`src/rtl/fxp_addsub_pipe.sv`:
```
// rtl/fxp_addsub_pipe.sv - 2-stage multi-lane signed add/sub with valid/ready; FXP_ADDSUB_SAT_EN enables saturation
module fxp_addsub_pipe #(
  parameter int BIT_WIDTH = 16,
  parameter int NUM_LANES = 4
) (
  input  logic                           CLK,
  input  logic                           RST,
  input  logic                           in_valid,
  output logic                           in_ready,
  input  logic                           in_sub,
  input  logic [NUM_LANES*BIT_WIDTH-1:0] in_a,
  input  logic [NUM_LANES*BIT_WIDTH-1:0] in_b,
  output logic                           out_valid,
  input  logic                           out_ready,
  output logic [NUM_LANES*BIT_WIDTH-1:0] out_y,
  output logic [NUM_LANES-1:0]           out_ovf
);

  localparam int DW = NUM_LANES * BIT_WIDTH;

  logic          s1_valid_q, s1_valid_d;
  logic          s1_sub_q, s1_sub_d;
  logic [DW-1:0] s1_a_q, s1_a_d;
  logic [DW-1:0] s1_b_q, s1_b_d;

  logic                 out_valid_q, out_valid_d;
  logic [DW-1:0]        out_y_q, out_y_d;
  logic [NUM_LANES-1:0] out_ovf_q, out_ovf_d;

  logic s1_load, s2_load;

  logic [DW-1:0]        y_calc;
  logic [NUM_LANES-1:0] ovf_calc;
  logic [BIT_WIDTH-1:0] lane_a, lane_b;
  logic [BIT_WIDTH:0]   wide;

  // Handshake: S2 accepts when empty or draining; S1 frees up whenever it moves into S2
  always_comb begin
    s2_load  = s1_valid_q && (!out_valid_q || out_ready);
    in_ready = !s1_valid_q || s2_load;
    s1_load  = in_valid && in_ready;
  end

  // Per-lane arithmetic on the S1 operands, one bit wider so overflow shows in the top two bits
  always_comb begin
    y_calc   = '0;
    ovf_calc = '0;
    lane_a   = '0;
    lane_b   = '0;
    wide     = '0;
    for (int i = 0; i < NUM_LANES; i++) begin
      lane_a = s1_a_q[i*BIT_WIDTH +: BIT_WIDTH];
      lane_b = s1_b_q[i*BIT_WIDTH +: BIT_WIDTH];
      if (s1_sub_q) begin
        wide = {lane_a[BIT_WIDTH-1], lane_a} - {lane_b[BIT_WIDTH-1], lane_b};
      end else begin
        wide = {lane_a[BIT_WIDTH-1], lane_a} + {lane_b[BIT_WIDTH-1], lane_b};
      end
      ovf_calc[i] = wide[BIT_WIDTH] ^ wide[BIT_WIDTH-1];
`ifdef FXP_ADDSUB_SAT_EN
      if (ovf_calc[i]) begin
        y_calc[i*BIT_WIDTH +: BIT_WIDTH] = wide[BIT_WIDTH] ? {1'b1, {(BIT_WIDTH-1){1'b0}}}
                                                           : {1'b0, {(BIT_WIDTH-1){1'b1}}};
      end else begin
        y_calc[i*BIT_WIDTH +: BIT_WIDTH] = wide[BIT_WIDTH-1:0];
      end
`else
      y_calc[i*BIT_WIDTH +: BIT_WIDTH] = wide[BIT_WIDTH-1:0];
`endif
    end
  end

  // Next-state for both stages; output registers hold while stalled
  always_comb begin
    s1_valid_d  = s1_valid_q;
    s1_sub_d    = s1_sub_q;
    s1_a_d      = s1_a_q;
    s1_b_d      = s1_b_q;
    out_valid_d = out_valid_q;
    out_y_d     = out_y_q;
    out_ovf_d   = out_ovf_q;
    if (s1_load) begin
      s1_valid_d = 1'b1;
      s1_sub_d   = in_sub;
      s1_a_d     = in_a;
      s1_b_d     = in_b;
    end else if (s2_load) begin
      s1_valid_d = 1'b0;
    end
    if (s2_load) begin
      out_valid_d = 1'b1;
      out_y_d     = y_calc;
      out_ovf_d   = ovf_calc;
    end else if (out_ready) begin
      out_valid_d = 1'b0;
    end
  end

  // Pipeline registers with synchronous reset that drops everything in flight
  always_ff @(posedge CLK) begin
    if (RST) begin
      s1_valid_q  <= 1'b0;
      s1_sub_q    <= 1'b0;
      s1_a_q      <= '0;
      s1_b_q      <= '0;
      out_valid_q <= 1'b0;
      out_y_q     <= '0;
      out_ovf_q   <= '0;
    end else begin
      s1_valid_q  <= s1_valid_d;
      s1_sub_q    <= s1_sub_d;
      s1_a_q      <= s1_a_d;
      s1_b_q      <= s1_b_d;
      out_valid_q <= out_valid_d;
      out_y_q     <= out_y_d;
      out_ovf_q   <= out_ovf_d;
    end
  end

  assign out_valid = out_valid_q;
  assign out_y     = out_y_q;
  assign out_ovf   = out_ovf_q;

endmodule

```
`config.mk`:
```
export PLATFORM = sky130hd
export DESIGN_NAME = fxp_addsub_pipe
export DESIGN_NICKNAME = d
export VERILOG_FILES = /design/src/rtl/fxp_addsub_pipe.sv
export SDC_FILE = /design/constraint.sdc
export NUM_CORES = 1
export LEC_CHECK = 0
export ABC_AREA = 1
export CAP_MARGIN = 20
export CORE_UTILIZATION = 50
export DETAILED_ROUTE_END_ITERATION = 6
export GPL_TIMING_DRIVEN = 0
export PLACE_DENSITY = 0.76
export RECOVER_POWER = 50
export SLEW_MARGIN = 20
export SYNTH_ARGS = -nofsm -noshare
export SYNTH_HDL_FRONTEND = slang
export SYNTH_SLANG_ARGS = --single-unit
```
`constraint.sdc`:
```
create_clock -name CLK -period 3.6 [get_ports CLK]
set_input_delay 0.36 -clock CLK [delete_from_list [all_inputs] [get_ports CLK]]
set_output_delay 0.36 -clock CLK [all_outputs]
set_load 0.01 [all_outputs]
```
# --- Word level (Yosys, flattened, before mapping) ---
# Cells that the tools add are included.
totals:
  reg_bits: 199
  inputBits: 133
classes:
  n_addsub: 8
  n_mux: 8
  n_bitwise: 4
  n_reduce_logical: 8
ops:
  columns: ["op", "n"]
  rows:
  - ["adder 16 x 16 -> 17 bit", 4]
  - ["2-to-1 mux 17 bit", 4]
  - ["subtractor 16 x 16 -> 17 bit", 4]
  - ["2-to-1 mux 1 bit", 4]
  - ["nonzero test 2 bit", 2]
  - ["XOR 1 bit", 4]
  - ["logical AND 1 bit", 2]
  - ["logical NOT 1 bit", 2]
  - ["logical OR 1 bit", 2]

# --- Logic depth before layout (Yosys ltp) ---
depth:
  word_depth: 6
  mapped_depth: 23
  mapped_depth_nobuf: 23

# --- Least setup slack after synthesis ---
# Ideal clock, no wire load.
synth_path:
  path_type: "reg-to-reg"
  startpoint: "register s1_b_q[32]"
  endpoint: "register out_ovf_q[2] (netlist: out_ovf[2])"
  setup_time_ns: 0.109
  t_arrival_ns: 2.410
  required_time_ns: 3.491
  slack_ns: 1.081
  path_stages_with_launch: 22
  period_less_slack_ns: 2.519
  cell_sequence: "dfxtp_1 inv_1 ha_1 nand3_2 o21ai_2 inv_1 nor2_2 a31oi_1 xnor2_1 ha_1 nand2_1 nor2_1 and3_1 nand2_1 nand2_1 nand2_1 nand2_1 inv_1 nand2_1 nand3_1 nand2_1 inv_1"
synth_between:
  elab_chain_len: 3
synth_rtl:
  columns: ["item", "line", "rtl"]
  rows:
  - ["from (decl)", "24", "logic [DW-1:0] s1_b_q, s1_b_d;"]
  - ["from (signal assigned)", "105", "s1_b_q <= '0;"]
  - ["from (signal assigned)", "113", "s1_b_q <= s1_b_d;"]
  - ["adder 16 x 16 -> 17 bit or subtractor 16 x 16 -> 17 bit (tied branches)", "57, 55", null]
  - ["2-to-1 mux 17 bit *", "54", "if (s1_sub_q) begin"]
  - ["XOR 1 bit *", "59", "ovf_calc[i] = wide[BIT_WIDTH] ^ wide[BIT_WIDTH-1];"]
  - ["to (signal assigned)", "116", "out_ovf_q <= out_ovf_d;"]
  - ["to (decl)", "28", "logic [NUM_LANES-1:0] out_ovf_q, out_ovf_d;"]
# Mark *: on every way between the ends. The rest lies on a longest branch, timed or not.
# A chain may end at the register's enable or synchronous reset.

# --- Worst setup path after layout ---
layout_path:
  startpoint: "register s1_sub_q"
  endpoint: "register out_ovf_q[0] (netlist: out_ovf[0])"
layout_between:
  elab_chain_len: 2
layout_rtl:
  columns: ["item", "line", "rtl"]
  rows:
  - ["from (decl)", "22", "logic s1_sub_q, s1_sub_d;"]
  - ["from (signal assigned)", "111", "s1_sub_q <= s1_sub_d;"]
  - ["2-to-1 mux 17 bit", "54", null]
  - ["XOR 1 bit", "59", null]
# No other way between the ends.

==> out/metrics.csv <==
stage,metric,value,unit
setup_path,cp-end-kind,register,
clock_tree,cts_tree,done,
synthesis,ys_seq_elements,199,
timing,final-hold-violation-count,0,
floorplan,num_rows,56,
timing,layout_setup_ws,0.310,ns
setup_path,critPathSlowestCell,fa_1,
route,ant_nets,0,
setup_path,critPathKind,reg -> reg,
place,io_buffers,202,
synthesis,synth_fp_nets,2043,
pwr,swShare,0.354,
timing,skew,0.0103,ns
setup_path,crit_arrival,3.63,ns
synthesis,synth_common_cells,"376 x nor2_1, 312 x nand2_1, 228 x inv_1",
timing,setup-tns-final,0,ns
setup_path,cp-start-kind,register,
synthesis,syn_inst,1838,
clock_tree,clock_path_buffers,2,
min_path,worst_hold_path_type,reg -> reg,
floorplan,die-area,25100,um^2
floorplan,initial_core_util,0.515,
pwr,p_int,0.00443,W
floorplan,coreArea,23800,um^2
global_route,grt_start_max_net_pins,17,
route,drt_iter0_drc,871,
finish,nets,2264,
timing,slew_viol_final,0,
setup_path,crit_chain,buf_6 -> buf_4 -> clkbuf_1 -> o21ai_0 -> fa_1 -> nand2_1 -> nand2_1 -> nand3_1 -> nand2_1 -> a21oi_1 -> nand2_1 -> nand3_1 -> nand3_1 -> nand2_1 -> inv_1,
pwr,max-vdd-ir-drop,283,uV
clock_tree,clk_latency,0.44,ns
synthesis,ys_types,42,
synthesis,synth.area.top_cells,"dfxtp_1 33%, nor2_1 12%, nand2_1 9.6%",
clock_tree,post_cts_buffers,0,
place,gp_congestion,0.908,
timing,period_needed,3.29,ns
finish,fin_util,0.641,
route,dr.pass1.iters,5,
synthesis,yosys.area.top_type,dfxtp_1,
setup_path,crit_fanout,10,
pwr,combPwrFrac,0.343,
place,hpwl,30000,um
synthesis,syn-cell-area,12200,um^2
global_route,antenna_found_initial,0,
synthesis,avgSynthCellArea,6.65,um^2
route,vias,12375,
pwr,p_seq_frac,0.367,
finish,area_growth,24.5,%
pwr,leakage,7.63,nW
setup_path,slowest_delay,0.51,ns
pwr,p_switching,0.00243,W
setup_path,critPathMostFrequentCell,nand2_1,
outcome,status,"complete, no violations",
clock_tree,cts_hold_buffers,0,
setup_path,required,3.94,ns
timing,fmax,304,MHz
timing,tightest_slew,0.994,ns
synthesis,synth_edf_count,0,
synthesis,ys_warn_count,0,
synthesis,synth_top_cell_area_share,0.326,
timing,rsz0062_at_grt,false,
timing,setup_viol,0,
global_route,grt_pass1_vias,11388,
route,via_per_inst,5.18,
global_route,grt-ovfl-total,0,
synthesis,synth_seq_area_share,0.326,
clock_tree,cts-resized-gates,0,
clock_tree,htree_levels,4,
synthesis,postSynth.asyncResetShare,0,
finish,drive_gt1_frac,0.0550,
synthesis,synth_flop_cell,dfxtp_1,
clock_tree,cts.sinks,199,
pwr,p_clk_frac,0.290,
finish,diodes,0,
pwr,p_per_area,450,nW/um^2
floorplan,die_h,158,um
floorplan,io_pins,203,
route,wl_per_cell,16.1,um
route,drc,0,
timing,slew_headroom,0.337,
clock_tree,cts_root_buf,clkbuf_16,
global_route,track_usage,0.309,
synthesis,synth.most_common_cell,nor2_1,
place,post-place-ws,0.317,ns
flow_run,maxCapViolCount,0,
clock_tree,path_clk_slew,0.07,ns
timing,fin_crit_sh,0.914,
floorplan,die_w,158,um
route,totalWireLength,38500,um
clock_tree,cts_made_buffers,17,
global_route,grt_first_pass_wirelength,58500,um
## sequential cells by signal, indices dropped and copies added (netlist names)
register,cells
out_ovf,4
out_valid,1
out_y,64
s1_a_q,64
s1_b_q,64
s1_sub_q,1
s1_valid_q,1
## layout by cell type (no fill, tap or decap), drive strengths merged, types with 5 or more instances in the layout
cell             n
nor2           388
nand2          325
inv            233
o21ai          218
dfxtp          199
clkdlybuf4s50  132
a21oi          103
dlygate4sd3     70
ha              68
nand3           68
clkbuf          66
xor2            56
xnor2           35
buf             26
o21bai          14
nor3             9
a31oi            8
o211ai           7
and2             6
or2              6
nand4            5
## power groups by stage
stage	Clock, W	Combinational, W	Sequential (W)
after floorplan	0	0.00158	0.00256
after global placement	0	0.00231	0.00256
after detailed placement	0	0.00235	0.00257
after CTS	0.00200	0.00236	0.00252
after global routing	0.00209	0.00262	0.00254
final	0.00199	0.00235	0.00252
## final timing paths
| check | cells past startpoint | start | endpoint | slack (ns) |
|---|---|---|---|---|
| setup / recovery | 15 | s1_sub_q$_SDFFE_PP0P_ | out_ovf[0]$_SDFFE_PP0P_ | 0.31 |
| hold / removal | 2 | s1_a_q[32]$_SDFFE_PP0P_ | s1_a_q[32]$_SDFFE_PP0P_ | 0.47 |
| hold reg to reg | 2 | s1_a_q[32]$_SDFFE_PP0P_ | s1_a_q[32]$_SDFFE_PP0P_ | 0.47 |
| setup reg to reg | 15 | s1_sub_q$_SDFFE_PP0P_ | out_ovf[0]$_SDFFE_PP0P_ | 0.31 |
## cell families (layout without fill, tap and decap cells)
group / after synthesis / after routing / synth area share
AOI/OAI and AO/OA: 362 / 362 / 0.162
xor gates and xnor gates: 91 / 91 / 0.0652
adders and majority gates: 72 / 72 / 0.0761
buffers and inverters: 302 / 536 / 0.0980
DFF: 199 / 199 / 0.326
and+or+nand+nor: 812 / 812 / 0.273
## area by class of cell
cell class	instances	area, um^2
plain buffers	70	305
clock buffers	22	484
clock inverters	10	119
fillers	2216	8530
inverters	232	871
multi-input cells	1337	7040
flip-flops and latches	199	3980
well taps	319	399
repair buffers	202	2020
## per-stage QoR
| stage | power (W) | instance area (um^2) | hold WS [ns] | instances |
|---|---|---|---|---|
| finish | 0.00686 | 15200 | 0.475 | 2391 |
| global route | 0.00725 | 15200 | 0.490 | 2391 |
| CTS | 0.00688 | 15200 | 0.467 | 2391 |
| detailed placement | 0.00491 | 14600 | 0.454 | 2359 |
| global placement | 0.00487 | 14600 | 0.446 | 2359 |
| floorplan | 0.00414 | 12200 | 0.435 | 1838 |
## layer usage
metal | wire, um | GRT usage
met5 | 0 | 0
met4 | 1150 | 0.112
met3 | 2450 | 0.0435
met2 | 17400 | 0.516
met1 | 17500 | 0.405
## critical path, delay by kind of cell (launching register included)
kind,cells,cell delay (ns)
flip-flops,1,0.41
adder cells (fa/ha/maj),1,0.51
AO/OA/AOI/OAI,2,0.51
buffers and inverters,4,0.99
AND/OR/NAND/NOR,8,0.75
(Power assumes the default switching activity.)
==> RTL edit 1: new RTL, config.mk and constraints unchanged <==
The parameter `NUM_LANES` goes from 4 to 5.
--- a/src/rtl/fxp_addsub_pipe.sv
+++ b/src/rtl/fxp_addsub_pipe.sv
@@ -3,3 +3,3 @@
   parameter int BIT_WIDTH = 16,
-  parameter int NUM_LANES = 4
+  parameter int NUM_LANES = 5
 ) (
Ports: changed (resized in_a, in_b, out_ovf and out_y); port bits go from 203 to 252. No check against the original RTL was run, so the function may have changed too.
==> RTL edit 1 against the unedited design <==
  * The flow now finishes with violations (DRC)
  * Count of clock-buffer cells in the layout increased by 22
  * Sequential cell count up 49
  * Via count increased by 27%
  * Die area up 24%
  * Design area is 25% higher
  * Critical path depth unchanged
  * Power grew 31%
  * Area after synthesis is 24% higher
  * Cell count is 25% higher
  * Wire length rose by 35%
  * Setup slack lost 0.14 ns
  * Core utilization is essentially flat
  * Largest cell class unchanged
==> RTL edit 1: results (changes against the unedited design) <==
Status
  • Status: complete, but fails checks
  • Violated checks: DRC

Pwr
  • Clock power share: 0.317 (+0.027)
  • Sw Pwr: 3.16 mW (+30%)
  • Worst VDD drop: 0.400 mV (+42%)
  • LEAKAGE: 9.56 nW (+25%)
  • Power density over cell area: 471 nW/µm² (+4.6%)

Placed design
  • Post-DP HPWL: 40200 µm (+34%)
  • DP Area: 18200 µm² (+24%)
  • Port Buffers: 250 (+24%)
  • Placed cells: 2946 (+25%)

Synthesis
  • Post-synthesis xor/xnor area fraction: 0.0652 (about the same)
  • Count of different cell masters after synthesis: 39 (-7.1%)
  • Synth Area in Compound Gates: 0.158 (-0.00413)
  • Synth cell count leaders: nor2_1 (493), nand2_1 (412), inv_1 (271)
  • Seq/Total Area, Yosys: 0.327 (+0.00145)
  • Adder-cell share of the synthesized area: 0.0767 (+0.000570)

Final layout
  • Layout cell share with drive strength beyond 1: 0.0488 (-0.00627)
  • Layout Cells excl Fill: 2995 (+25%)
  • Nets: 2841 (+25%)
  • Multi-input gate area: 8730 µm² (+24%)

Drt
  • DR vias: 15700 (+27%)
  • Met3 WL post-DR: 4320 µm (+76%)
  • Post-Route WL: 52100 µm (+35%)
  • Final routed DRC violation total: 7 (+7)
  • Metal2 WL: 24300 µm (+39%)

Min path
  • Hold Path Origin: in_a[72]
  • WHS Endpoint: s1_a_q[72]
  • Worst hold path type: in -> reg

GRT
  • GR Util met3: 0.0584 (+0.0148)
  • GRT Total Usage: 0.331 (+0.0215)

Clock tree
  • CTS Buf Count: 28 (+11)
  • CTS max path bufs: 3 (+1)
  • Worst skew pair latency: 0.56 ns (+0.12 ns)
  • H-tree depth: 1 (-3)

Worst setup path
  • WP data arrival: 3.88 ns (+0.25 ns)
  • Largest stage delay, worst path: 0.48 ns (-0.03 ns)
  • R2R Setup Slk: 0.17 ns (-0.14 ns)
  • RR Endpoint: out_ovf[1]

Timing
  • Layout Skew: 0.0241 ns (+0.0138 ns)
## RTL edit 1: cell types whose count changed in the layout (fill, tap and decap cells not counted), moves of 17 or more
cell             change
clkbuf_1            +24
clkdlybuf4s50_1     +31
nand2_1            +100
nor2_1             +117
dlygate4sd3_1       +17
o21ai_0             +35
inv_1               +44
dfxtp_1             +49
nand3_1             +18
ha_1                +17
## RTL edit 1: cell type report
type,count,area share
multi-input cells,1681,0.458
flip-flops and latches,248,0.261
repair buffers,250,0.131
inverters,289,0.0569
clock buffers,44,0.0447
well taps,390,0.0256
plain buffers,88,0.0196
clock inverters,5,0.00276
## RTL edit 1: kinds of logic after synthesis
family / Yosys count
AO/OA/AOI/OAI: 436
XOR/XNOR: 113
adder cells (fa/ha/maj): 90
buffers and inverters: 377
flip-flops: 248
AND/OR/NAND/NOR: 1042
## RTL edit 1: timing repair
action / CTS / global route
setup endpoints to repair: 0 / 3
resized for setup: 0 / 2
hold buffers: 0 / 0
==> RTL edit 2: new RTL, config.mk and constraints unchanged <==
Made on the original files. Put one more register stage on the output `out_ovf`. The value now appears one clock later. The other outputs are not delayed to match.
--- a/src/rtl/fxp_addsub_pipe.sv
+++ b/src/rtl/fxp_addsub_pipe.sv
@@ -121,3 +121,5 @@
   assign out_y     = out_y_q;
-  assign out_ovf   = out_ovf_q;
+  always_ff @(posedge CLK) begin
+    out_ovf <= out_ovf_q;
+  end
 
Function: changed (a bounded check fails within 4 cycles, from zero or initial values and one cycle with RST high).
==> RTL edit 2 against the unedited design <==
  * Non-clock buffer count unchanged
  * Clock skew increased by 0.013 ns
  * Sequential power increased by 2%
  * Combinational power increased by 2%
  * Highest routed layer unchanged
  * Area after synthesis increased by 1.1%
  * Wire length increased by 8.0%
  * Global-route usage increased by 1.6 points
  * Setup slack got worse by 0.11 ns
  * Design area increased by 2.3%
  * Critical path depth increased by 6
  * Sequential cell count increased by 4
  * Power increased by 9.1%
  * Count of clock-buffer cells in the layout increased by 13
==> RTL edit 2: results (changes against the unedited design) <==
Worst setup path
  • WP data arrival: 3.81 ns (+0.18 ns)
  • R2R Setup Slk: 0.20 ns (-0.11 ns)
  • Largest stage delay, worst path: 0.36 ns (-0.15 ns)
  • Top Family by Delay on Critical Path: simple AND/OR/NAND/NOR gates
  • Crit Path Max Fanout: 10 (unchanged)
  • Slowest CP cell: buf_2

Placed design
  • Post-DP HPWL: 32200 µm (+7.3%)
  • Post-place setup slack: 0.227 ns (-0.0900 ns)
  • RePlAce Congestion: 0.968 (+6.6%)
  • Placed cells: 2392 (+1.4%)
  • Port Buffers: 201 (-0.50%)
  • DP Area: 14800 µm² (+0.91%)

Final layout
  • Filler cell count: 2337 (+5.5%)
  • Nets: 2299 (+1.5%)
  • Layout cell share with drive strength beyond 1: 0.0531 (-0.00196)

Pwr
  • LEAKAGE: 7.86 nW (+3.0%)
  • Worst VDD drop: 0.329 mV (+16%)
  • Sw Pwr: 2.58 mW (+6.3%)

Clock tree
  • CTS max path bufs: 3 (+1)
  • CTS Buf Count: 24 (+7)
  • CTS Root Cell: clkbuf_16
  • H-tree depth: 1 (-3)
  • Worst skew pair latency: 0.53 ns (+0.09 ns)

Synthesis
  • Post-synthesis xor/xnor area fraction: 0.0645 (-0.000719)
  • Post-synth ARST share: 0 (unchanged)
  • Synth Area in Compound Gates: 0.151 (-0.0109)
  • Synth cell count leaders: nor2_1 (416), nand2_1 (330), inv_1 (220)
  • Adder-cell share of the synthesized area: 0.0753 (-0.000840)
  • Syn nets: 2072 (+1.4%)
  • Synth area leaders: dfxtp_1 (33%), nor2_1 (13%), nand2_1 (10%)
  • Syn avg cell area: 6.62 µm² (-0.46%)
  • Seq/Total Area, Yosys: 0.329 (+0.00288)

Timing
  • Hold WS: 0.354 ns (-0.120 ns)
  • F_max: 294 MHz (-3.2%)
  • Worst Max-Slew Pin Slew: 0.945 ns (-0.0491 ns)
  • Layout Skew: 0.0237 ns (+0.0134 ns)

Drt
  • Wire per inst: 17.1 µm (+6.1%)
  • DRT Pass-1 Iters: 7 (+2)
  • Post-Route WL: 41600 µm (+8.0%)
  • DR vias: 12700 (+3.0%)
  • Initial DRC Count: 1009 (+16%)

GRT
  • Met2 Use GR: 0.542 (+0.0266)
  • Vias in the first global route: 12000 (+5.7%)
  • Global-route wire length before repair: 64500 µm (+10%)
  • M1 GR Usage: 0.425 (+0.0196)
  • Largest net degree at the start of global routing: 14 (-3)
  • GR Util met3: 0.0425 (-0.00109)
  • GRT Total Usage: 0.325 (+0.0156)

Status
  • Status: finished clean
-- RTL edit 2: cell types whose count changed in the layout (fill, tap and decap cells not counted), sizes merged, moves of 4 or more --
| cell | unedited run | this run |
|---|---|---|
| inv | 233 | 224 |
| a21oi | 103 | 86 |
| o21ai | 218 | 207 |
| nand3 | 68 | 73 |
| clkbuf | 66 | 83 |
| dfxtp | 199 | 203 |
| nor2 | 388 | 421 |
| nand2 | 325 | 345 |
-- RTL edit 2: layer usage --
| metal | vias to the layer above | part of all wire |
|---|---|---|
| met5 | - | 0 |
| met4 | 0 | 0.043 |
| met3 | 102 | 0.072 |
| met2 | 479 | 0.45 |
| met1 | 5807 | 0.44 |
| li1 | 6357 | - |
-- RTL edit 2: worst paths after layout --
path,from,depth (start not counted),endpoint
hold / removal,out_ovf_q[1],0,out_ovf[1]
setup reg to reg,s1_sub_q,21,out_ovf_q[3]
hold reg to reg,out_ovf_q[1],0,out_ovf[1]
setup / recovery,s1_sub_q,21,out_ovf_q[3]
-- RTL edit 2: cell families after synthesis --
family	Yosys count
DFF	203
adders and majority gates	72
xor gates and xnor gates	91
buffers and inverters	296
AOI/OAI and AO/OA	338
and+or+nand+nor	867
-- RTL edit 2: repair_timing --
action	CTS	global route
endpoints found under the setup margin	0	3
hold buffers	0	0
resized for setup	0	5
-- RTL edit 2: cell type report --
type	instances	area, µm²	area share
multi-input cells	1368	7100	0.456
flip-flops and latches	203	4060	0.261
repair buffers	201	2010	0.129
inverters	225	847	0.0544
clock buffers	35	713	0.0458
well taps	324	405	0.0260
plain buffers	71	325	0.0209
clock inverters	8	101	0.00651
-- RTL edit 2: power groups by stage --
stage          Sequential, mW  Combinational [mW]  Clock (mW)
6_report                 2.58                2.40        2.50
5_1_grt                  2.60                2.67        2.61
4_1_cts                  2.58                2.41        2.52
3_5_place_dp             2.63                2.39           0
3_3_place_gp             2.62                2.36           0
2_1_floorplan            2.62                1.58           0
